[src/rtl/rpm_pi_controller_pkg.sv]
// Shared types and constants for the RPM PI speed loop.
// Holds the FSM state encoding, datapath widths and the error saturator.
package rpm_pi_controller_pkg;

    typedef enum logic [2:0] {
        S_IDLE   = 3'd0,
        S_ERR    = 3'd1,
        S_INTEG  = 3'd2,
        S_MULT   = 3'd3,
        S_SUM    = 3'd4,
        S_UPDATE = 3'd5
    } state_e;

    localparam int ERR_W   = 16;
    localparam int INT_W   = 24;
    localparam int PROD_W  = 41;
    localparam int DUTY_W  = 16;
    localparam int Q_SHIFT = 8;

    // Squeeze a 33-bit signed difference into the 16-bit signed error range.
    function automatic logic signed [ERR_W-1:0] sat_err(input logic signed [32:0] x);
        if (x > 33'sd32767) begin
            return 16'sh7FFF;
        end else if (x < -33'sd32768) begin
            return 16'sh8000;
        end else begin
            return $signed(x[ERR_W-1:0]);
        end
    endfunction

endpackage

[src/rtl/rpm_pi_controller_pwm_generator.sv]
// Free-running PWM generator with a period-boundary duty shadow register.
// The registered output can be forced low immediately.
module pwm_generator
    import rpm_pi_controller_pkg::*;
#(
    parameter logic [DUTY_W-1:0] PERIOD = 16'd5000
) (
    input  logic              clock,
    input  logic              reset,
    input  logic [DUTY_W-1:0] i_duty,
    input  logic              i_force_low,
    output logic              o_pwm
);

    localparam int CNT_W = $clog2(int'(PERIOD));

    logic [CNT_W-1:0]  r_count;
    logic [DUTY_W-1:0] r_active;
    logic              r_pwm;
    logic [DUTY_W-1:0] w_count_ext;
    logic              w_wrap;

    assign w_count_ext = DUTY_W'(r_count);
    assign w_wrap      = (w_count_ext == (PERIOD - 16'd1));

    // Counter, boundary-loaded active duty and registered compare output.
    always_ff @(posedge clock) begin
        if (!reset) begin
            r_count  <= {CNT_W{1'b0}};
            r_active <= {DUTY_W{1'b0}};
            r_pwm    <= 1'b0;
        end else begin
            r_count <= w_wrap ? {CNT_W{1'b0}} : (r_count + CNT_W'(1));
            if (w_wrap) begin
                r_active <= i_duty;
            end
            r_pwm <= i_force_low ? 1'b0 : (w_count_ext < r_active);
        end
    end

    assign o_pwm = r_pwm;

endmodule

[src/rtl/rpm_pi_controller.sv]
// Closed-loop PI speed controller: one correction per RPM measurement strobe,
// producing a duty command that a PWM generator applies at period boundaries.
module rpm_pi_controller
    import rpm_pi_controller_pkg::*;
#(
    parameter logic [15:0] PWM_PERIOD = 16'd5000,
    parameter logic [15:0] KP         = 16'd256,
    parameter logic [15:0] KI         = 16'd32,
    parameter logic [23:0] INT_LIMIT  = 24'd1000000
) (
    input  logic        clock,
    input  logic        reset,
    input  logic        enable,
    input  logic [31:0] setpoint_rpm,
    input  logic [31:0] rpm_in,
    input  logic        rpm_valid,
    output logic [15:0] duty,
    output logic        pwm_out,
    output logic        busy,
    output logic        sat,
    output logic        drop
);

    state_e r_state;
    state_e w_next_state;
    logic   r_busy;

    logic [31:0]               r_sp;
    logic [31:0]               r_rpm;
    logic signed [ERR_W-1:0]   r_err;
    logic signed [INT_W-1:0]   r_integ;
    logic signed [PROD_W-1:0]  r_p;
    logic signed [PROD_W-1:0]  r_i;
    logic [DUTY_W-1:0]         r_u;
    logic [DUTY_W-1:0]         r_duty;
    logic                      r_sat_hi;
    logic                      r_sat_lo;
    logic                      r_sat;
    logic                      r_drop;

    logic signed [32:0]        w_err_full;
    logic                      w_hold;
    logic signed [INT_W:0]     w_integ_sum;
    logic signed [INT_W:0]     w_lim;
    logic signed [INT_W:0]     w_neg_lim;
    logic signed [INT_W-1:0]   w_integ_next;
    logic signed [PROD_W-1:0]  w_p;
    logic signed [PROD_W-1:0]  w_i;
    logic signed [PROD_W:0]    w_u_sum;
    logic signed [PROD_W:0]    w_u;
    logic signed [PROD_W:0]    w_period_ext;
    logic                      w_sat_hi;
    logic                      w_sat_lo;
    logic [DUTY_W-1:0]         w_u_clamped;

    // State register; busy is registered from the next state so it tracks the FSM.
    always_ff @(posedge clock) begin
        if (!reset) begin
            r_state <= S_IDLE;
            r_busy  <= 1'b0;
        end else begin
            r_state <= w_next_state;
            r_busy  <= (w_next_state != S_IDLE);
        end
    end

    // Next-state sequencing; dropping enable returns to IDLE from anywhere.
    always_comb begin
        w_next_state = r_state;
        if (!enable) begin
            w_next_state = S_IDLE;
        end else begin
            case (r_state)
                S_IDLE:   w_next_state = rpm_valid ? S_ERR : S_IDLE;
                S_ERR:    w_next_state = S_INTEG;
                S_INTEG:  w_next_state = S_MULT;
                S_MULT:   w_next_state = S_SUM;
                S_SUM:    w_next_state = S_UPDATE;
                S_UPDATE: w_next_state = S_IDLE;
                default:  w_next_state = S_IDLE;
            endcase
        end
    end

    assign w_err_full   = $signed({1'b0, r_sp}) - $signed({1'b0, r_rpm});
    assign w_hold       = (r_sat_hi && (r_err > 16'sd0)) || (r_sat_lo && (r_err < 16'sd0));
    assign w_integ_sum  = {r_integ[INT_W-1], r_integ} + {{(INT_W+1-ERR_W){r_err[ERR_W-1]}}, r_err};
    assign w_lim        = $signed({1'b0, INT_LIMIT});
    assign w_neg_lim    = -w_lim;
    assign w_p          = $signed({25'd0, KP}) * $signed({{(PROD_W-ERR_W){r_err[ERR_W-1]}}, r_err});
    assign w_i          = $signed({25'd0, KI}) * $signed({{(PROD_W-INT_W){r_integ[INT_W-1]}}, r_integ});
    assign w_u_sum      = {r_p[PROD_W-1], r_p} + {r_i[PROD_W-1], r_i};
    assign w_u          = w_u_sum >>> Q_SHIFT;
    assign w_period_ext = $signed({26'd0, PWM_PERIOD});
    assign w_sat_hi     = (w_u > w_period_ext);
    assign w_sat_lo     = w_u[PROD_W];

    // Integrator clamp and output clamp.
    always_comb begin
        w_integ_next = w_integ_sum[INT_W-1:0];
        w_u_clamped  = w_u[DUTY_W-1:0];
        if (w_integ_sum > w_lim) begin
            w_integ_next = INT_LIMIT;
        end else if (w_integ_sum < w_neg_lim) begin
            w_integ_next = w_neg_lim[INT_W-1:0];
        end else begin
            w_integ_next = w_integ_sum[INT_W-1:0];
        end
        if (w_sat_hi) begin
            w_u_clamped = PWM_PERIOD;
        end else if (w_sat_lo) begin
            w_u_clamped = 16'd0;
        end else begin
            w_u_clamped = w_u[DUTY_W-1:0];
        end
    end

    // Datapath: one pipeline step per FSM state; integrator holds when pushing into saturation.
    always_ff @(posedge clock) begin
        if (!reset) begin
            r_sp     <= 32'd0;
            r_rpm    <= 32'd0;
            r_err    <= 16'sd0;
            r_integ  <= 24'sd0;
            r_p      <= 41'sd0;
            r_i      <= 41'sd0;
            r_u      <= 16'd0;
            r_duty   <= 16'd0;
            r_sat_hi <= 1'b0;
            r_sat_lo <= 1'b0;
            r_sat    <= 1'b0;
            r_drop   <= 1'b0;
        end else if (!enable) begin
            r_integ  <= 24'sd0;
            r_duty   <= 16'd0;
            r_sat_hi <= 1'b0;
            r_sat_lo <= 1'b0;
            r_sat    <= 1'b0;
            r_drop   <= 1'b0;
        end else begin
            r_drop <= rpm_valid && (r_state != S_IDLE);
            case (r_state)
                S_IDLE: begin
                    if (rpm_valid) begin
                        r_sp  <= setpoint_rpm;
                        r_rpm <= rpm_in;
                    end
                end
                S_ERR:   r_err <= sat_err(w_err_full);
                S_INTEG: begin
                    if (!w_hold) begin
                        r_integ <= w_integ_next;
                    end
                end
                S_MULT: begin
                    r_p <= w_p;
                    r_i <= w_i;
                end
                S_SUM: begin
                    r_u      <= w_u_clamped;
                    r_sat_hi <= w_sat_hi;
                    r_sat_lo <= w_sat_lo;
                    r_sat    <= w_sat_hi | w_sat_lo;
                end
                S_UPDATE: r_duty <= r_u;
                default:  r_drop <= 1'b0;
            endcase
        end
    end

    pwm_generator #(
        .PERIOD (PWM_PERIOD)
    ) u_pwm (
        .clock       (clock),
        .reset       (reset),
        .i_duty      (r_duty),
        .i_force_low (~enable),
        .o_pwm       (pwm_out)
    );

    assign duty = r_duty;
    assign busy = r_busy;
    assign sat  = r_sat;
    assign drop = r_drop;

endmodule
[config.mk]
export PLATFORM = sky130hd
export DESIGN_NAME = rpm_pi_controller
export DESIGN_NICKNAME = d
export VERILOG_FILES = /design/src/rtl/rpm_pi_controller_pkg.sv /design/src/rtl/rpm_pi_controller_pwm_generator.sv /design/src/rtl/rpm_pi_controller.sv
export SDC_FILE = /design/constraint.sdc
export NUM_CORES = 1
export LEC_CHECK = 0
export CORE_AREA = 4 4 176 178
export CTS_CLUSTER_SIZE = 28
export DETAILED_ROUTE_END_ITERATION = 10
export DIE_AREA = 0 0 180 182
export DONT_BUFFER_PORTS = 1
export GPL_TIMING_DRIVEN = 0
export PLACE_DENSITY = 0.59
export SLEW_MARGIN = 20
export SYNTH_ARGS = -nofsm -noshare
export SYNTH_HDL_FRONTEND = slang
export SYNTH_SLANG_ARGS = --single-unit
[constraint.sdc]
create_clock -name clock -period 7.86 [get_ports clock]
set_clock_uncertainty 0.2 [all_clocks]
set_input_delay 0.786 -clock clock [delete_from_list [all_inputs] [get_ports clock]]
set_output_delay 0.786 -clock clock [all_outputs]
set_load 0.05 [all_outputs]
# After elaboration in Yosys (flattened, before gate mapping)
# Cells that the tools add are included.
# W data, S select, Z words.
[totals]
register_bits = 214
input_bits = 68
out_inout_bits = 20
wordCells = 63
[classes]
addsub = 4
magnitude_cmp = 8
n_eq_ne = 6
muxes = 9
bitwise_logic = 3
reduce_logical = 16
[ops]
columns = ["op", "n"]
rows = [
  ["$mux W16", 4],
  ["$mux W24", 2],
  ["$gt A33 B16 Y1 const B", 1],
  ["$lt A33 B16 Y1 const B", 1],
  ["$sub A32 B32 Y33", 1],
  ["$add A24 B29 Y30", 1],
  ["$add A24 B16 Y25", 1],
  ["$gt A25 B21 Y1 const B", 1],
  ["$lt A25 B21 Y1 const B", 1],
  ["$gt A22 B14 Y1 const B", 1],
  ["$gt A16 B1 Y1 const B", 1],
  ["$lt A13 B16 Y1", 1],
  ["$lt A16 B1 Y1 const B", 1],
  ["$pmux W3 S5", 1],
  ["$add A13 B1 Y13 const B", 1],
  ["$eq A13 B13 Y1 const B", 1],
  ["$reduce_and A2 Y1", 5],
  ["$eq A3 B2 Y1 const B", 2],
  ["$eq A3 B3 Y1 const B", 2],
  ["$reduce_and A3 Y1", 2],
  ["$reduce_bool A3 Y1", 2],
  ["$reduce_or A6 Y1", 1],
  ["$eq A3 B1 Y1 const B", 1],
  ["$logic_and A1 B1 Y1", 3],
  ["other kinds (7)", 8],
]

# Depth between registers and ports, before layout
# Gate-level depths: netlist (run 1).
[logic_depth]
word_depth = 5
ltp_mapped = 14
mapped_depth_nobuf = 13

# Cells and area by module
# A second synthesis (run 1) with hierarchy kept.
[unflattened]
cells_unflattened = 1533
hier_area_um2 = 12369.4
[modules_own_cells]
columns = ["mod", "n_inst", "cells_each", "area_each_um2", "seq_area_each_um2"]
rows = [
  ["rpm_pi_controller", 1, 1376, 10871.7, 3623.5],
  ["pwm_generator", 1, 157, 1497.7, 600.6],
]

# Least setup slack after synthesis (run 1)
# No wires, ideal clock.
[synth_timing]
path_type = "register to register"
from = "reg r_err[0]"
to = "reg r_integ[3]"
setup_ns = 0.117
arrival_ns = 3.047
required_time_ns = 7.543
setup_slack_ns = 4.495
stages_incl_launch_ff = 14
path_buffers = 2
synth_period_minus_slack_ns = 3.365
path_cell_list = "dfxtp_1 > ha_1 > fa_1 > a21o_1 > nand4_1 > and3_1 > a211oi_2 > or3_1 > a221oi_2 > nand4bb_1 > a31o_2 > buf_4 > buf_6 > a32o_1"
[synth_via]
elab_chain_len = 5
word_cells_on_any_way = 12
cone_classes = "add/sub (1); order compare (4); mux (2); bitwise (1); reduce/logical (4)"
[synth_lines]
columns = ["element", "line", "source"]
rows = [
  ["start, declared", "rpm_pi_controller.sv:30", "logic signed [ERR_W-1:0] r_err;"],
  ["start signal, assigned", "rpm_pi_controller.sv:149", "S_ERR: r_err <= sat_err(w_err_full);"],
  ["branches (longest 5 deep; another with $add A24 B16 Y25)", "--", ""],
  ["end signal, assigned", "rpm_pi_controller.sv:152", "r_integ <= w_integ_next;"],
  ["end, declared", "rpm_pi_controller.sv:31", "logic signed [INT_W-1:0] r_integ;"],
]
# Parallel ways; which one is timed is not known.
# A chain may end at the register's enable or synchronous reset.

# Worst setup path in the final report (run 1)
[layout_timing]
from = "reg r_err[15]"
to = "reg r_integ[6]"
# Same word-level chain as after synthesis.

==> summary.txt, run 1 <==
Setup path
  • R2r endpoint: r_integ[6]
  • Max stage delay on crit path: 0.80 ns
  • Cell-by-cell listing of the critical path: ha_1 -> clkbuf_1 -> a21o_1 -> a21oi_1 -> nor2_1 -> nor2_1 -> a21oi_1 -> or3_1 -> a2111oi_4 -> o31ai_2 -> a21boi_1 -> a31oi_1
  • Path depth of the worst reg2reg path: 12
  • Worst Setup End Kind: flip-flop
  • Minimum setup slack among reg-to-reg paths: 3.75 ns
  • Category of cells accounting for the largest share of critical-path delay: compound AO/OA/AOI/OAI gates
  • CP max stage cell: sky130_fd_sc_hd__dfxtp_1
  • Worst setup path class: reg2reg
  • Data required time of the worst path: 8.07 ns
  • Worst endpoint data arrival time: 4.32 ns
  • CP Max Fanout: 13
  • RR Startpoint: r_err[15]
  • Number of buffers and inverters on the critical path: 1
  • Startpoint type of the worst setup path: flip-flop

Floorplanning
  • Core area: 29400 µm²
  • Die Footprint: 32800 µm²
  • Die X: 180 µm
  • Starting density of the core: 44.6%
  • Floorplan die height: 182 µm
  • Number of top-level design ports: 88
  • Row count: 63

Logic synthesis
  • Post-Syn Nets: 1792
  • Fraction of the mapped netlist area in compound gates: 26.7%
  • Parity-gate share of the synthesized area counting xor and xnor cells: 3.27%
  • Synthesized area divided by synthesized cell count: 8.03 µm²
  • Number of enable flip-flop cells after synthesis: 0
  • Count of warnings emitted by yosys: 0
  • Top cells by area, synth: sky130_fd_sc_hd__dfxtp_1 (32%), sky130_fd_sc_hd__nand2_1 (9.1%), sky130_fd_sc_hd__ha_1 (8.6%)
  • Async SR Flop Fraction: 0%
  • Simple logic cell fraction of the synthesized area: 22.6%
  • Share of the synthesized area in the top cell type: 32.2%
  • Part of the Yosys area used for sequential elements: 32.2%
  • Main flop type after synthesis: sky130_fd_sc_hd__dfxtp_1
  • Number of cells produced by synthesis: 1631
  • Number of different library cells in the post-synthesis netlist: 87
  • Proportion of synthesized area in mux cells: 1.78%
  • Combinational family with the most area after synthesis: compound AO/OA/AOI/OAI gates
  • Seq cells post-synth: 211
  • Post-synth design cell area: 13100 µm²
  • Leading area contributor after synthesis: sky130_fd_sc_hd__dfxtp_1
  • Post-Synth Adder-Cell Area: 9.05%

Clocking
  • Number of buffers created by CTS: 25
  • Post CTS Setup Buffer Count: 0
  • Clock latency reported for the late side of the worst-skew pair: 0.54 ns
  • Hold-fix buffers, CTS: 0
  • Deepest clock path buffer count: 3
  • Number of gates resized after CTS: 0
  • H-tree level count: 1
  • Register clock-pin slew on the reported worst setup and hold paths: 0.06 ns
  • Library cell used as clock root buffer: sky130_fd_sc_hd__clkbuf_16
  • TritonCTS clock tree: done
  • Clock sink total: 211

Cells and area
  • Nets: 1819
  • Most common cell after layout, fill and taps aside: sky130_fd_sc_hd__nand2_1
  • Sequential Area: 4220 µm²
  • Total inserted antenna cells: 0
  • Multi-input combinational cell area: 8320 µm²
  • Final cell utilization of the core: 49.1%
  • Number of fillers in the final layout: 2918
  • Area Growth Syn to Fin: 10.3%
  • Share of layout cells above drive strength 1: 5.96%
  • Most frequent cells in the layout: sky130_fd_sc_hd__nand2_1 (316), sky130_fd_sc_hd__dfxtp_1 (211), sky130_fd_sc_hd__a21boi_0 (107), sky130_fd_sc_hd__ha_1 (90), sky130_fd_sc_hd__a21oi_1 (87)
  • Final instance area: 14500 µm²

STA
  • Hold violation count in the final report: 0
  • Unrepaired setup endpoints after global routing: no
  • Slew HR: 42.0%
  • Total Negative Setup Slacks: 0 ns
  • Slew @ Worst Pin: 0.870 ns
  • Fmax: 243 MHz
  • Crit path time final: 4.11 ns
  • Max-slew violation total from the final report: 0
  • Final Cycle Share: 52.3%
  • Endpoints failing setup: 0

Route
  • Post-detailed-route wirelength per cell: 16.8 µm
  • Post-DRT Antenna Nets: 0
  • Iteration-0 DRC Markers: 740
  • Via count: 11300
  • First-pass iteration count of the detailed router: 5
  • Residual DRC: 0
  • Total wire length: 34700 µm
  • Routed via count divided by cell count: 5.49

Hold path
  • Min-Delay Endpoint: r_rpm[20]
  • Min-Delay Startpoint: rpm_in[20]
  • Depth of the worst hold-timing path: 2
  • Worst min-delay path class: in2reg

Global routing
  • Routing layer with the top usage in global route: met2
  • Met2 GRT Util: 33.2%
  • Met1 GRT Util: 28.4%
  • Pin count of the biggest net entering global routing: 14
  • First-pass GRT wire length: 56000 µm
  • GRT met3 Usage: 3.53%
  • Number of antenna violations at the first check in global routing: 0
  • Vias in the first global route: 10700
  • Total global routing track utilization: 20.4%
  • Global route overflow: 0

Pwr
  • Leakage power total: 5.84 nW
  • Ratio of total power to cell area: 193 nW/µm²
  • Total Power Consumption: 2.79 mW
  • VDD IR max: 0.151 mV

Run
  • Max-capacitance violation count: 0

Placement
  • Placed wire-length estimate: 27200 µm
  • Placed standard-cell area: 13600 µm²
  • GP Congestion: 0.889
  • Number of buffer cells added on primary ports: 0

Run status
  • Result of the run: finished, final reports clean
-- report_power, final --
| group | internal, mW | switching (mW) | total [mW] |
|---|---|---|---|
| combinational | 0.194 | 0.290 | 0.484 |
| clock | 0.714 | 0.470 | 1.18 |
| sequential | 1.10 | 0.0284 | 1.12 |
-- through the flow --
stage               instances  hold slack, ns  worst slack, ns
finish                   2067           0.187             3.75
global route             2067           0.183             3.39
CTS                      2067           0.163             3.75
detailed placement       2021           0.242             3.75
global placement         2021           0.236             3.81
floorplan                1631           0.225             4.50
-- flip-flops by register name, indices dropped and copies added, names as in the netlist, 21 cells and up --
| register | count |
|---|---|
| r_integ | 24 |
| r_i | 21 |
| r_sp | 32 |
| r_rpm | 32 |
-- logic make-up after synthesis --
logic type,after synthesis
flip-flops,211
multiplexers,23
XOR/XNOR,49
AND/OR/NAND/NOR,627
adder cells (fa/ha/maj),93
buffers and inverters,140
AO/OA/AOI/OAI,488
-- synth_stat cells, drive strengths merged (10+ instances only) --
library cell  instances
nand2               317
dfxtp               211
a21boi              108
a21oi                91
ha                   90
o21ai                77
nor2                 73
inv                  69
clkbuf               58
a21o                 48
nor2b                34
nand3                27
xor2                 26
nor3                 24
o21a                 24
xnor2                23
nand2b               22
mux2i                21
nand4                21
and2                 20
o22ai                19
and3                 18
or3                  18
a211oi               14
o211ai               14
buf                  13
nor4                 12
or2                  11
a31oi                10
-- how the worst max path moves through the flow --
stage,startpoint,end,slack [ns],cells past startpoint
2_1_floorplan,r_err[0],r_integ[3],4.50,13
3_3_place_gp,r_sp[0],r_err[8],3.81,14
3_5_place_dp,r_err[15],r_integ[6],3.75,12
4_1_cts,r_err[15],r_integ[18],3.75,12
5_1_grt,r_err[15],r_integ[6],3.39,12
6_report,r_err[15],r_integ[6],3.75,12
-- per-layer routing --
layer / wire length (µm) / vias to the layer above
met1: 17000 / 5193
met4: 810 / 0
met5: 0 / -
met2: 15200 / 215
met3: 1730 / 48
li1: - / 5883
-- area by class of cell --
type / count / share of cell area [%]
multi-input cells: 1280 / 57.6
flip-flops and latches: 211 / 29.2
clock buffers: 37 / 5.06
well taps: 390 / 3.38
plain buffers: 71 / 2.16
inverters: 69 / 1.79
clock inverters: 9 / 0.831
No activity file was read; power rests on OpenSTA's default activity.
==> run 2, diff against run 1 <==
--- a/config.mk
+++ b/config.mk
@@ -11,7 +11,7 @@
 export DIE_AREA = 0 0 180 182
 export DONT_BUFFER_PORTS = 1
 export GPL_TIMING_DRIVEN = 0
-export PLACE_DENSITY = 0.59
+export PLACE_DENSITY = 0.61
 export SLEW_MARGIN = 20
 export SYNTH_ARGS = -nofsm -noshare
 export SYNTH_HDL_FRONTEND = slang
==> constraint.sdc (replaced) <==
create_clock -name clock -period 3.7 [get_ports clock]
set_clock_uncertainty 0.2 [all_clocks]
set_input_delay 0.37 -clock clock [delete_from_list [all_inputs] [get_ports clock]]
set_output_delay 0.37 -clock clock [all_outputs]
set_load 0.05 [all_outputs]
==> run 2 against run 1 <==
Net effect: critical path depth rose by 1; first-iteration DRC count down 9.9%; core utilization increased by 3.8 points; design area increased by 7.7%; largest cell class unchanged; critical endpoint is now r_integ[5].
==> summary.txt, run 2 (same netlist as run 1, synthesis figures left out) <==
Cells and area
  • Post-route non-filler standard cell count: 2143 (was 2067)
  • Most common cell after layout, fill and taps aside: sky130_fd_sc_hd__nand2_1 (unchanged)
  • Final instance area: 15600 µm² (was 14500 µm²)
  • Final cell utilization of the core: 52.9% (was 49.1%)
  • Total inserted antenna cells: 0 (unchanged)
  • Share of layout cells above drive strength 1: 10.3% (was 5.96%)
  • Most frequent cells in the layout: sky130_fd_sc_hd__nand2_1 (316), sky130_fd_sc_hd__dfxtp_1 (203), sky130_fd_sc_hd__a21boi_0 (104), sky130_fd_sc_hd__ha_1 (82), sky130_fd_sc_hd__a21oi_1 (80) (was sky130_fd_sc_hd__nand2_1 (316), sky130_fd_sc_hd__dfxtp_1 (211), sky130_fd_sc_hd__a21boi_0 (107), sky130_fd_sc_hd__ha_1 (90), sky130_fd_sc_hd__a21oi_1 (87))
  • Nets: 1900 (was 1819)
  • Number of fillers in the final layout: 2840 (was 2918)
  • Area Growth Syn to Fin: 18.8% (was 10.3%)
  • Biggest registers after layout: r_rpm: 32 flops, r_sp: 32 flops, r_integ: 24 flops (unchanged)

Global routing
  • Vias in the first global route: 11300 (was 10700)
  • GRT met3 Usage: 2.68% (was 3.53%)
  • Total global routing track utilization: 21.0% (was 20.4%)
  • Number of antenna violations at the first check in global routing: 0 (unchanged)
  • Met2 GRT Util: 35.6% (was 33.2%)
  • Global route overflow: 0 (unchanged)
  • First-pass GRT wire length: 58100 µm (was 56000 µm)
  • Routing layer with the top usage in global route: met2 (unchanged)
  • Met1 GRT Util: 29.1% (was 28.4%)
  • Pin count of the biggest net entering global routing: 14 (unchanged)

Hold path
  • Worst min-delay path class: in2reg (unchanged)
  • Depth of the worst hold-timing path: 2 (unchanged)
  • Min-Delay Startpoint: enable (was rpm_in[20])

Clocking
  • Register clock-pin slew on the reported worst setup and hold paths: 0.06 ns (about the same)
  • Library cell used as clock root buffer: sky130_fd_sc_hd__clkbuf_16 (unchanged)
  • Clock latency reported for the late side of the worst-skew pair: 0.52 ns (was 0.54 ns)
  • Deepest clock path buffer count: 3 (unchanged)
  • Number of buffers created by CTS: 24 (was 25)
  • H-tree level count: 1 (unchanged)
  • TritonCTS clock tree: done (unchanged)
  • Clock sink total: 211 (unchanged)

Run status
  • Result of the run: finished, final reports clean (unchanged)

Setup path
  • Worst setup path class: reg2reg (unchanged)
  • RR Startpoint: r_err[0] (was r_err[15])
  • Path depth of the worst reg2reg path: 13 (was 12)
  • CP Max Fanout: 10 (was 13)
  • Startpoint type of the worst setup path: flip-flop (unchanged)
  • Data required time of the worst path: 3.90 ns (was 8.07 ns)
  • Worst endpoint data arrival time: 3.81 ns (was 4.32 ns)
  • Startpoint of the most critical setup path: r_err[0] (was r_err[15])
  • Worst Setup End Kind: flip-flop (unchanged)

Pwr
  • Leakage power total: 6.23 nW (was 5.84 nW)
  • Total Power Consumption: 6.02 mW (was 2.79 mW)
  • Ratio of total power to cell area: 387 nW/µm² (was 193 nW/µm²)
  • VDD IR max: 0.380 mV (was 0.151 mV)

Run
  • Max-capacitance violation count: 0 (unchanged)

STA
  • Max-slew violation total from the final report: 0 (unchanged)
  • Total Negative Setup Slacks: 0 ns (unchanged)
  • Hold violation count in the final report: 0 (unchanged)
  • Slew @ Worst Pin: 0.856 ns (was 0.870 ns)
  • Slew HR: 42.9% (was 42.0%)
  • Final Cycle Share: 97.6% (was 52.3%)
  • Crit path time final: 3.61 ns (was 4.11 ns)
  • Fmax: 277 MHz (was 243 MHz)
  • Endpoints failing setup: 0 (unchanged)

Placement
  • Post-placement cell count: 2021 (unchanged)
  • Placed wire-length estimate: 27000 µm (was 27200 µm)
  • GP Congestion: 0.875 (was 0.889)
  • Number of buffer cells added on primary ports: 0 (unchanged)
  • Placed standard-cell area: 13600 µm² (unchanged)

Route
  • Iteration-0 DRC Markers: 667 (was 740)
  • Post-DRT Antenna Nets: 0 (unchanged)
  • Residual DRC: 0 (unchanged)
  • Routed via count divided by cell count: 5.52 (was 5.49)
  • First-pass iteration count of the detailed router: 5 (unchanged)
  • Post-detailed-route wirelength per cell: 16.7 µm (was 16.8 µm)
  • Via count: 11800 (was 11300)
  • Total wire length: 35800 µm (was 34700 µm)

Floorplanning
  • Core area: 29400 µm² (unchanged)
  • Row count: 63 (unchanged)
  • Die X: 180 µm (unchanged)
  • Starting density of the core: 44.6% (unchanged)
  • Die Footprint: 32800 µm² (unchanged)
  • Floorplan die height: 182 µm (unchanged)
  • Number of top-level design ports: 88 (unchanged)
## run 2: changes by cell type in the layout (fill, tap and decap cells not counted), moves of 7 or more
cell | previous run | this run
sky130_fd_sc_hd__a21oi_1 | 87 | 80
sky130_fd_sc_hd__buf_4 | 1 | 20
sky130_fd_sc_hd__clkbuf_1 | 64 | 57
sky130_fd_sc_hd__dfxtp_1 | 211 | 203
sky130_fd_sc_hd__dfxtp_2 | 0 | 7
sky130_fd_sc_hd__dlygate4sd3_1 | 0 | 65
sky130_fd_sc_hd__ha_1 | 90 | 82
sky130_fd_sc_hd__ha_2 | 0 | 7
## run 2: final cells by class
class                      instances  area, µm²  share of cell area (%)
sequential                       211       4240                    27.2
clock inverter                     8        110                   0.707
tap                              390        488                    3.13
timing repair buffer              85        805                    5.17
clock buffer                      32        691                    4.44
multi-input combinational       1280       8670                    55.7
inverter                          69        259                    1.66
buffer                            68        307                    1.97
## run 2: where the power goes
part	internal [mW]	total, mW	switching, mW
logic	0.529	1.22	0.693
registers	2.33	2.39	0.0608
clock network	1.44	2.41	0.966
## run 2: path summary, 6_finish.rpt
path / slack (ns) / endpoint
worst min register to register: 0.25 / r_u[6]
worst min-delay path: 0.1 / r_sat_hi
worst max register to register: 0.09 / r_integ[5]
worst max-delay path: 0.09 / r_integ[5]
## run 2: worst max-delay path, stage by stage, from the launching register on
cell and delay [ns]:
sky130_fd_sc_hd__dfxtp_1 0.35, sky130_fd_sc_hd__ha_2 0.23, sky130_fd_sc_hd__fa_1 0.40, sky130_fd_sc_hd__a21o_1 0.19, sky130_fd_sc_hd__nand4_1 0.13, sky130_fd_sc_hd__and3_4 0.24
sky130_fd_sc_hd__a211oi_2 0.10, sky130_fd_sc_hd__or3_4 0.39, sky130_fd_sc_hd__a221oi_2 0.28, sky130_fd_sc_hd__nand4bb_1 0.14, sky130_fd_sc_hd__a31o_2 0.28, sky130_fd_sc_hd__buf_4 0.18
sky130_fd_sc_hd__buf_6 0.15, sky130_fd_sc_hd__a32o_1 0.24
## run 2: per-stage QoR
step	setup slack (ns)	hold slack [ns]
after floorplan	0.335	0.225
after global placement	-0.357	0.237
after detailed placement	-0.377	0.240
after CTS	0.00961	0.101
after global routing	-0.0784	0.111
final	0.0897	0.0969
## run 2: per-layer routing
metal  part of all wire, %  vias to the layer above
met4                   1.9                        0
met3                   4.7                       41
met5                     0                        -
met1                    48                     5483
met2                    46                      265
li1                      -                     6030
## run 2: repair_timing
item,4_1_cts,5_1_grt
setup buffers,3,16
gates resized for setup,19,73
endpoints found under the setup margin,37,49
hold buffers,65,0
pin swaps,4,25
hold endpoints to repair,67,0
cloned,0,1
